`src/rtl/ddr_link_pkg.sv`:
```
// Definitions shared by both ends of the DDR serial link: beat layout,
// bit ordering and beat-counter sizing.
package ddr_link_pkg;

    typedef struct packed {
        logic rise;
        logic fall;
    } beat_t;

    // The first beat of a word lands in the least significant bit pair.
    localparam bit LSB_FIRST = 1'b1;

    function automatic int beat_cnt_w(input int word_w);
        int n;
        n = $clog2(word_w / 2);
        return (n < 1) ? 1 : n;
    endfunction

endpackage

```
`src/rtl/ddr_rx_fifo.sv`:
```
// Small synchronous FIFO with registered head-of-queue read data and
// registered full/empty flags.
module ddr_rx_fifo #(
    parameter int WIDTH = 8,
    parameter int DEPTH = 4
) (
    input  logic             clk,
    input  logic             arst_ni,
    input  logic             push_i,
    input  logic [WIDTH-1:0] wdata_i,
    input  logic             pop_i,
    output logic [WIDTH-1:0] rdata_o,
    output logic             full_o,
    output logic             empty_o
);

    localparam int PTR_W = (DEPTH > 1) ? $clog2(DEPTH) : 1;
    localparam int CNT_W = $clog2(DEPTH + 1);
    localparam logic [CNT_W-1:0] FULL_CNT = CNT_W'(DEPTH);

    logic [WIDTH-1:0] mem_q [DEPTH];
    logic [PTR_W-1:0] wr_ptr_q, wr_ptr_d, rd_ptr_q, rd_ptr_d, rd_next_s;
    logic [CNT_W-1:0] count_q, count_d;
    logic [WIDTH-1:0] rdata_q, rdata_d;
    logic             full_q, full_d, empty_q, empty_d;
    logic             do_push_s, do_pop_s;

    // A push into a full FIFO is only accepted when a pop frees a slot in the same cycle.
    always_comb begin
        do_pop_s  = pop_i & (count_q != '0);
        do_push_s = push_i & ((count_q != FULL_CNT) | do_pop_s);
        rd_next_s = rd_ptr_q + PTR_W'(1);
        wr_ptr_d  = do_push_s ? (wr_ptr_q + PTR_W'(1)) : wr_ptr_q;
        rd_ptr_d  = do_pop_s ? rd_next_s : rd_ptr_q;
        case ({do_push_s, do_pop_s})
            2'b10:   count_d = count_q + CNT_W'(1);
            2'b01:   count_d = count_q - CNT_W'(1);
            default: count_d = count_q;
        endcase
        full_d  = (count_d == FULL_CNT);
        empty_d = (count_d == '0);
    end

    // Next head word: the entry behind the popped one, or the incoming word when it becomes the head.
    always_comb begin
        rdata_d = rdata_q;
        if (do_pop_s) begin
            if (count_q > CNT_W'(1)) begin
                rdata_d = mem_q[rd_next_s];
            end else if (do_push_s) begin
                rdata_d = wdata_i;
            end else begin
                rdata_d = rdata_q;
            end
        end else if (do_push_s && (count_q == '0)) begin
            rdata_d = wdata_i;
        end else begin
            rdata_d = rdata_q;
        end
    end

    // Storage array; contents are meaningless until pointers say otherwise, so no reset.
    always_ff @(posedge clk) begin
        if (do_push_s) begin
            mem_q[wr_ptr_q] <= wdata_i;
        end
    end

    // Pointer, occupancy and head-word registers.
    always_ff @(posedge clk or negedge arst_ni) begin
        if (!arst_ni) begin
            wr_ptr_q <= '0;
            rd_ptr_q <= '0;
            count_q  <= '0;
            rdata_q  <= '0;
            full_q   <= 1'b0;
            empty_q  <= 1'b1;
        end else begin
            wr_ptr_q <= wr_ptr_d;
            rd_ptr_q <= rd_ptr_d;
            count_q  <= count_d;
            rdata_q  <= rdata_d;
            full_q   <= full_d;
            empty_q  <= empty_d;
        end
    end

    assign rdata_o = rdata_q;
    assign full_o  = full_q;
    assign empty_o = empty_q;

endmodule

```
`src/rtl/ddr_rx_deserializer.sv`:
```
// DDR link receiver: samples the line on both clock edges, assembles beats
// into words, queues them and reports framing and overflow errors.
module ddr_rx_deserializer
    import ddr_link_pkg::*;
#(
    parameter int WORD_W     = 8,
    parameter int FIFO_DEPTH = 4
) (
    input  logic              clk,
    input  logic              arst_ni,
    input  logic              ddr_en_i,
    input  logic              ddr_d_i,
    output logic [WORD_W-1:0] word_o,
    output logic              valid_o,
    input  logic              ready_i,
    output logic              frame_err_o,
    output logic              overflow_o,
    input  logic              clr_err_i
);

    localparam int CNT_W = beat_cnt_w(WORD_W);
    localparam logic [CNT_W-1:0] CNT_LAST = CNT_W'(WORD_W / 2 - 1);

    logic              en_f_q, d_f_q;
    logic [CNT_W-1:0]  cnt_q, cnt_d, slot_s;
    logic [WORD_W-1:0] sr_q, sr_d;
    logic              frame_err_q, frame_err_d, overflow_q, overflow_d;
    logic              beat_valid_s, framing_s, push_s, full_s, empty_s;
    beat_t             beat_s;

    // High-phase half of each beat, captured at the falling edge.
    always_ff @(negedge clk or negedge arst_ni) begin
        if (!arst_ni) begin
            en_f_q <= 1'b0;
            d_f_q  <= 1'b0;
        end else begin
            en_f_q <= ddr_en_i;
            d_f_q  <= ddr_d_i;
        end
    end

    // Beat qualification and word assembly; a bad beat or early frame end discards the partial word.
    always_comb begin
        beat_s.rise  = ddr_d_i;
        beat_s.fall  = d_f_q;
        beat_valid_s = en_f_q & ddr_en_i;
        framing_s    = (en_f_q ^ ddr_en_i) | (~en_f_q & ~ddr_en_i & (cnt_q != '0));
        slot_s       = LSB_FIRST ? cnt_q : (CNT_LAST - cnt_q);
        cnt_d        = cnt_q;
        sr_d         = sr_q;
        push_s       = 1'b0;
        if (beat_valid_s) begin
            sr_d[{slot_s, 1'b0} +: 2] = beat_s;
            if (cnt_q == CNT_LAST) begin
                cnt_d  = '0;
                push_s = 1'b1;
            end else begin
                cnt_d = cnt_q + CNT_W'(1);
            end
        end else if (framing_s) begin
            cnt_d = '0;
            sr_d  = '0;
        end else begin
            cnt_d = cnt_q;
        end
    end

    // Sticky flags: a fresh error outranks a simultaneous clear. A pop always accompanies ready_i when full.
    always_comb begin
        frame_err_d = (frame_err_q & ~clr_err_i) | framing_s;
        overflow_d  = (overflow_q & ~clr_err_i) | (push_s & full_s & ~ready_i);
    end

    // Assembly state and error flags.
    always_ff @(posedge clk or negedge arst_ni) begin
        if (!arst_ni) begin
            cnt_q       <= '0;
            sr_q        <= '0;
            frame_err_q <= 1'b0;
            overflow_q  <= 1'b0;
        end else begin
            cnt_q       <= cnt_d;
            sr_q        <= sr_d;
            frame_err_q <= frame_err_d;
            overflow_q  <= overflow_d;
        end
    end

    ddr_rx_fifo #(
        .WIDTH (WORD_W),
        .DEPTH (FIFO_DEPTH)
    ) u_fifo (
        .clk     (clk),
        .arst_ni (arst_ni),
        .push_i  (push_s),
        .wdata_i (sr_d),
        .pop_i   (ready_i),
        .rdata_o (word_o),
        .full_o  (full_s),
        .empty_o (empty_s)
    );

    assign valid_o     = ~empty_s;
    assign frame_err_o = frame_err_q;
    assign overflow_o  = overflow_q;

endmodule

```
`config.mk`:
```
export PLATFORM = sky130hd
export DESIGN_NAME = ddr_rx_deserializer
export DESIGN_NICKNAME = d
export VERILOG_FILES = /design/src/rtl/ddr_link_pkg.sv /design/src/rtl/ddr_rx_fifo.sv /design/src/rtl/ddr_rx_deserializer.sv
export SDC_FILE = /design/constraint.sdc
export NUM_CORES = 1
export LEC_CHECK = 0
export CORE_MARGIN = 2
export CORE_UTILIZATION = 25
export DETAILED_ROUTE_END_ITERATION = 8
export HOLD_SLACK_MARGIN = 0.1
export PLACE_DENSITY = 0.46
export SKIP_CTS_REPAIR_TIMING = 1
export SYNTH_ARGS = -nofsm -noshare
export SYNTH_HDL_FRONTEND = slang
export SYNTH_HIERARCHICAL = 1
export SYNTH_SLANG_ARGS = --single-unit
```
`constraint.sdc`:
```
create_clock -name clk -period 2.3 [get_ports clk]
set_input_delay 0.345 -clock clk [delete_from_list [all_inputs] [get_ports clk]]
set_output_delay 0.345 -clock clk [all_outputs]
set_load 0.02 [all_outputs]
```
# Word level (Yosys, flattened, before mapping)
# Memories as Yosys holds them, arrays and structs flattened.
# Index checks and enable logic that the tools add are counted.
[word_totals]
wordCells = 70
in_bits = 6
output_inout_bits = 11
n_memories = 1
mem_bits_rw = 32
register_bits = 31
[classes]
n_eq_ne = 6
shifts = 2
order_cmp = 1
reduce_logical = 8
bitwise_logic = 19
n_addsub = 6
n_mux = 15
[mem_list]
columns = ["name", "words", "word_bits", "read_ports", "rd_ports_with_merged_regs", "write_ports", "line_no", "rtl"]
rows = [
  ["u_fifo.mem_q", 4, 8, 1, 0, 1, "ddr_rx_fifo.sv:21", "logic [WIDTH-1:0] mem_q [DEPTH];"],
]
[ops]
columns = ["cell", "n"]
rows = [
  ["8-bit two-way mux", 6],
  ["1-bit AND", 9],
  ["8-bit bitwise mux", 1],
  ["2-bit by 5-bit variable shift with 8-bit output, first input constant", 1],
  ["2-bit by 5-bit indexed part select with 8-bit output", 1],
  ["2-bit by 1-bit adder with 2-bit output, second input constant", 3],
  ["3-bit logical NOT", 2],
  ["2-bit two-way mux", 3],
  ["3-bit case mux with 2 select lines", 1],
  ["2-bit nonzero test", 3],
  ["3-bit negator with 5-bit output", 1],
  ["1-bit NOT", 5],
  ["2-bit equality test, second input constant", 2],
  ["1-bit two-way mux", 4],
  ["1-bit bitwise OR", 4],
  ["3-bit by 1-bit adder with 3-bit output, second input constant", 1],
  ["3-bit equality test, second input constant", 1],
  ["3-bit by 1-bit greater-than comparator with 1-bit output, second input constant", 1],
  ["3-bit by 2-bit inequality test with 1-bit output, second input constant", 1],
  ["3-bit inequality test, second input constant", 1],
  ["3-bit nonzero test", 1],
  ["3-bit by 1-bit subtractor with 3-bit output, second input constant", 1],
  ["2-bit by 1-bit equality test with 1-bit output, second input constant", 1],
  ["2-bit AND reduction", 1],
  ["2 further kinds", 2],
]

# Longest topological paths before layout
# Gate-level depths: netlist (run 1).
[depth]
depth_word = 9
ltp_mapped = 7

# By module
# The synthesis (run 1) kept the hierarchy.
[modules_own_cells]
columns = ["mod", "area_per_inst_um2", "cells_each", "seq_area_each_um2", "instances"]
rows = [
  ["ddr_rx_fifo", 2173.3, 140, 1387.6, 1],
  ["ddr_rx_deserializer", 730.7, 64, 350.3, 1],
]

==> flow_metrics.py, run 1 <==
metrics = {
    "power_and_ir_drop": {
        "switchingPower_mw": 1.47,
        "pwr-share-seq_pct": 35.2,
        "p_leak_nw": 1.63,
        "swShare_pct": 32.5,
        "combinationalPowerShare_pct": 31.9,
        "p_clk_share_pct": 32.9,
        "internal-power_mw": 3.05,
        "finalPower_mw": 4.53,
        "peakVddDrop_v": 0.000599,
        "power_density_nw_per_um2": 1150,
    },
    "setup_path": {
        "end_kind": "register",
        "crit_fanout": 5,
        "startpoint_type": "register",
        "worstPathRequired_ns": 2.55,
        "worstPathArrival_ns": 3.14,
        "critPathKind": "reg2reg",
    },
    "cts": {
        "numCtsBuffers": 9,
        "cts_tree": "built",
        "clkSinkCount": 63,
        "clockBufferDepth": 2,
        "cts-root-buf": "clkbuf_16",
        "path_clk_slew_ns": 0.06,
        "htreeDepth": 3,
        "clock_latency_ns": 0.33,
    },
    "floorplan": {
        "core-area_um2": 11400,
        "pin_count": 17,
        "die_x_um": 112,
        "dieArea_um2": 12500,
        "die_h_um": 112,
        "initial_core_util_pct": 25.5,
        "rows": 39,
    },
    "global_route": {
        "grt_pass1_vias": 1782,
        "antenna_found_initial": 0,
        "grt_pass1_wl_um": 9860,
        "grt_max_degree": 23,
        "grt-ovfl-total": 0,
        "grt_util_all_layers_pct": 10.4,
    },
    "cells_and_area": {
        "fin_nets": 277,
        "final_area_um2": 3940,
        "multiInputGateArea_um2": 1230,
        "regArea_um2": 1740,
        "fillers": 1105,
        "layout-drive-gt1-share_pct": 34.5,
        "final_cell_mix": "edfxtp_1, dfrtp_1, buf_4, clkdlybuf4s50_1, nor2_1",
        "diodes": 0,
        "final_common_cell": "edfxtp_1",
        "syn2layout_area_growth_pct": 35.6,
    },
    "timing": {
        "rsz0062_at_grt": "yes",
        "worst_clock_skew_ns": 0.0127,
        "hold_violations": 0,
        "slew_headroom_pct": 58.1,
        "slew_viol_final": 0,
        "worst_pin_slew_ns": 0.628,
        "final-setup-viol-count": 91,
        "fin_ws_ns": -0.597,
    },
    "route": {
        "drc": 0,
        "antenna_left": 0,
        "routedWlPerCell_um": 15.8,
        "wl_um": 6390,
        "vias": 1799,
        "vias_per_cell": 4.45,
        "drtPass1Iterations": 4,
        "drtIter0Drc": 106,
    },
    "status": {
        "violations": "negative setup slack",
        "status": "finished, violations left",
    },
    "synthesis": {
        "syn_avg_cell_area_um2": 14.2,
        "syn_inst": 204,
        "synth_warnings": 6,
        "mappedNetlistArea_um2": 2900,
        "synth_fp_nets": 225,
        "async_flop_share_pct": 49.2,
        "synth_edf_count": 32,
        "synth_flop_cell": "edfxtp_1",
        "synth_cell_types": 42,
        "ys_ff_latch": 63,
        "seq_area_frac_synth_pct": 59.8,
    },
    "place": {
        "placed_cell_area_um2": 3400,
        "dp.final_hpwl_um": 4110,
        "portBuffers": 16,
        "pre_cts_slack_ns": -0.673,
        "gp_congestion": 0.740,
    },
    "run": {
        "maxCapViolations": 0,
    },
    "min_path": {
        "min_path_type": "in2async",
    },
}
==> stage by stage <==
stage / hold WS (ns) / util (%) / instances / TNS (ns)
5_1_grt: 0.504 / 34.6 / 404 / -49.56
4_1_cts: 0.465 / 32.8 / 392 / -46.77
3_3_place_gp: 0.479 / 29.9 / 376 / -42.60
6_report: 0.452 / 34.6 / 404 / -45.96
3_5_place_dp: 0.479 / 29.9 / 376 / -45.42
2_1_floorplan: 0.0494 / - / 204 / -33.08
==> critical path: stages, from the launching register on <==
cell and delay (ns):
dfrtn_1 0.47, inv_2 0.06, ha_4 0.21, or2_4 0.26
o22a_4 0.24, o22ai_4 0.15, mux2i_1 0.10, a21oi_1 0.16
==> cells by family after synthesis <==
logic type | share of synthesized area (%)
buffers and inverters | 3.06
flip-flops | 59.8
AND/OR/NAND/NOR | 10.3
AO/OA/AOI/OAI | 9.91
multiplexers | 8.96
XOR/XNOR | 1.51
adder cells (fa/ha/maj) | 6.46
==> power groups by stage <==
stage	sequential, mW	combinational [mW]	clock (mW)
final	1.60	1.44	1.49
after global routing	1.63	1.57	1.58
after CTS	1.60	1.34	1.53
after detailed placement	1.62	1.33	0
after global placement	1.62	1.34	0
after floorplan	1.58	0.937	0
==> flip-flops by register name, indices dropped and copies added (netlist names) <==
signal           cells
u_fifo/count_q       3
u_fifo/rdata_o       8
cnt_q                2
u_fifo/rd_ptr_q      2
sr_q                 8
u_fifo/full_o        1
u_fifo/wr_ptr_q      2
frame_err_o          1
d_f_q                1
en_f_q               1
overflow_o           1
u_fifo/mem_q        32
u_fifo/empty_o       1
==> final cells by class <==
cell class | instances | area share (%)
well taps | 143 | 4.54
multi-input cells | 122 | 31.2
flip-flops and latches | 63 | 44.1
clock inverters | 7 | 2.64
repair buffers | 46 | 10.5
clock buffers | 9 | 5.72
inverters | 14 | 1.33
==> Yosys cell counts, types with 3 or more instances <==
library cell  number  area, um^2
edfxtp_1          32         961
dfrtp_1           28         701
ha_1              15         188
nor2_1            14        52.6
inv_1             13        48.8
a21oi_1            9        45.0
mux2i_1            8        80.1
mux4_2             8         180
nand2_1            6        22.5
a22o_1             5        43.8
and2_1             5        31.3
o22ai_1            5        31.3
xnor2_1            5        43.8
nand3b_1           4        30.0
o21ai_0            4        20.0
a32o_1             3        30.0
buf_4              3        22.5
nor2b_1            3        18.8
==> final timing paths <==
kind	from	endpoint	slack, ns	cells after the start
worst max-delay path	en_f_q$_DFF_NN0_	u_fifo/rdata_o[2]$_DFFE_PN0P_	-0.60	7
worst min-delay path	arst_ni	u_fifo/rdata_o[7]$_DFFE_PN0P_	0.45	2
worst max register to register	en_f_q$_DFF_NN0_	u_fifo/rdata_o[2]$_DFFE_PN0P_	-0.60	7
worst min register to register	u_fifo/full_o$_DFF_PN0_	overflow_o$_DFF_PN0_	0.49	2
max in group asynchronous	arst_ni	en_f_q$_DFF_NN0_	0.84	1
min in group clk	u_fifo/full_o$_DFF_PN0_	overflow_o$_DFF_PN0_	0.49	2
==> per-layer routing <==
metal | GRT usage [%] | wire length [um]
met1 | 13.3 | 2900
met2 | 16.6 | 3100
met3 | 3.65 | 283
met4 | 3.21 | 101
met5 | 0 | 0
No activity file was read; power rests on OpenSTA's default activity.
==> run 2, diff against run 1 <==
--- a/config.mk
+++ b/config.mk
@@ -5,6 +5,7 @@
 export SDC_FILE = /design/constraint.sdc
 export NUM_CORES = 1
 export LEC_CHECK = 0
+export ABC_CLOCK_PERIOD_IN_PS = 2300
 export CORE_MARGIN = 2
 export CORE_UTILIZATION = 25
 export DETAILED_ROUTE_END_ITERATION = 8
==> results of run 2 <==
Final layout, timing and power as in run 1 (identical DEF).
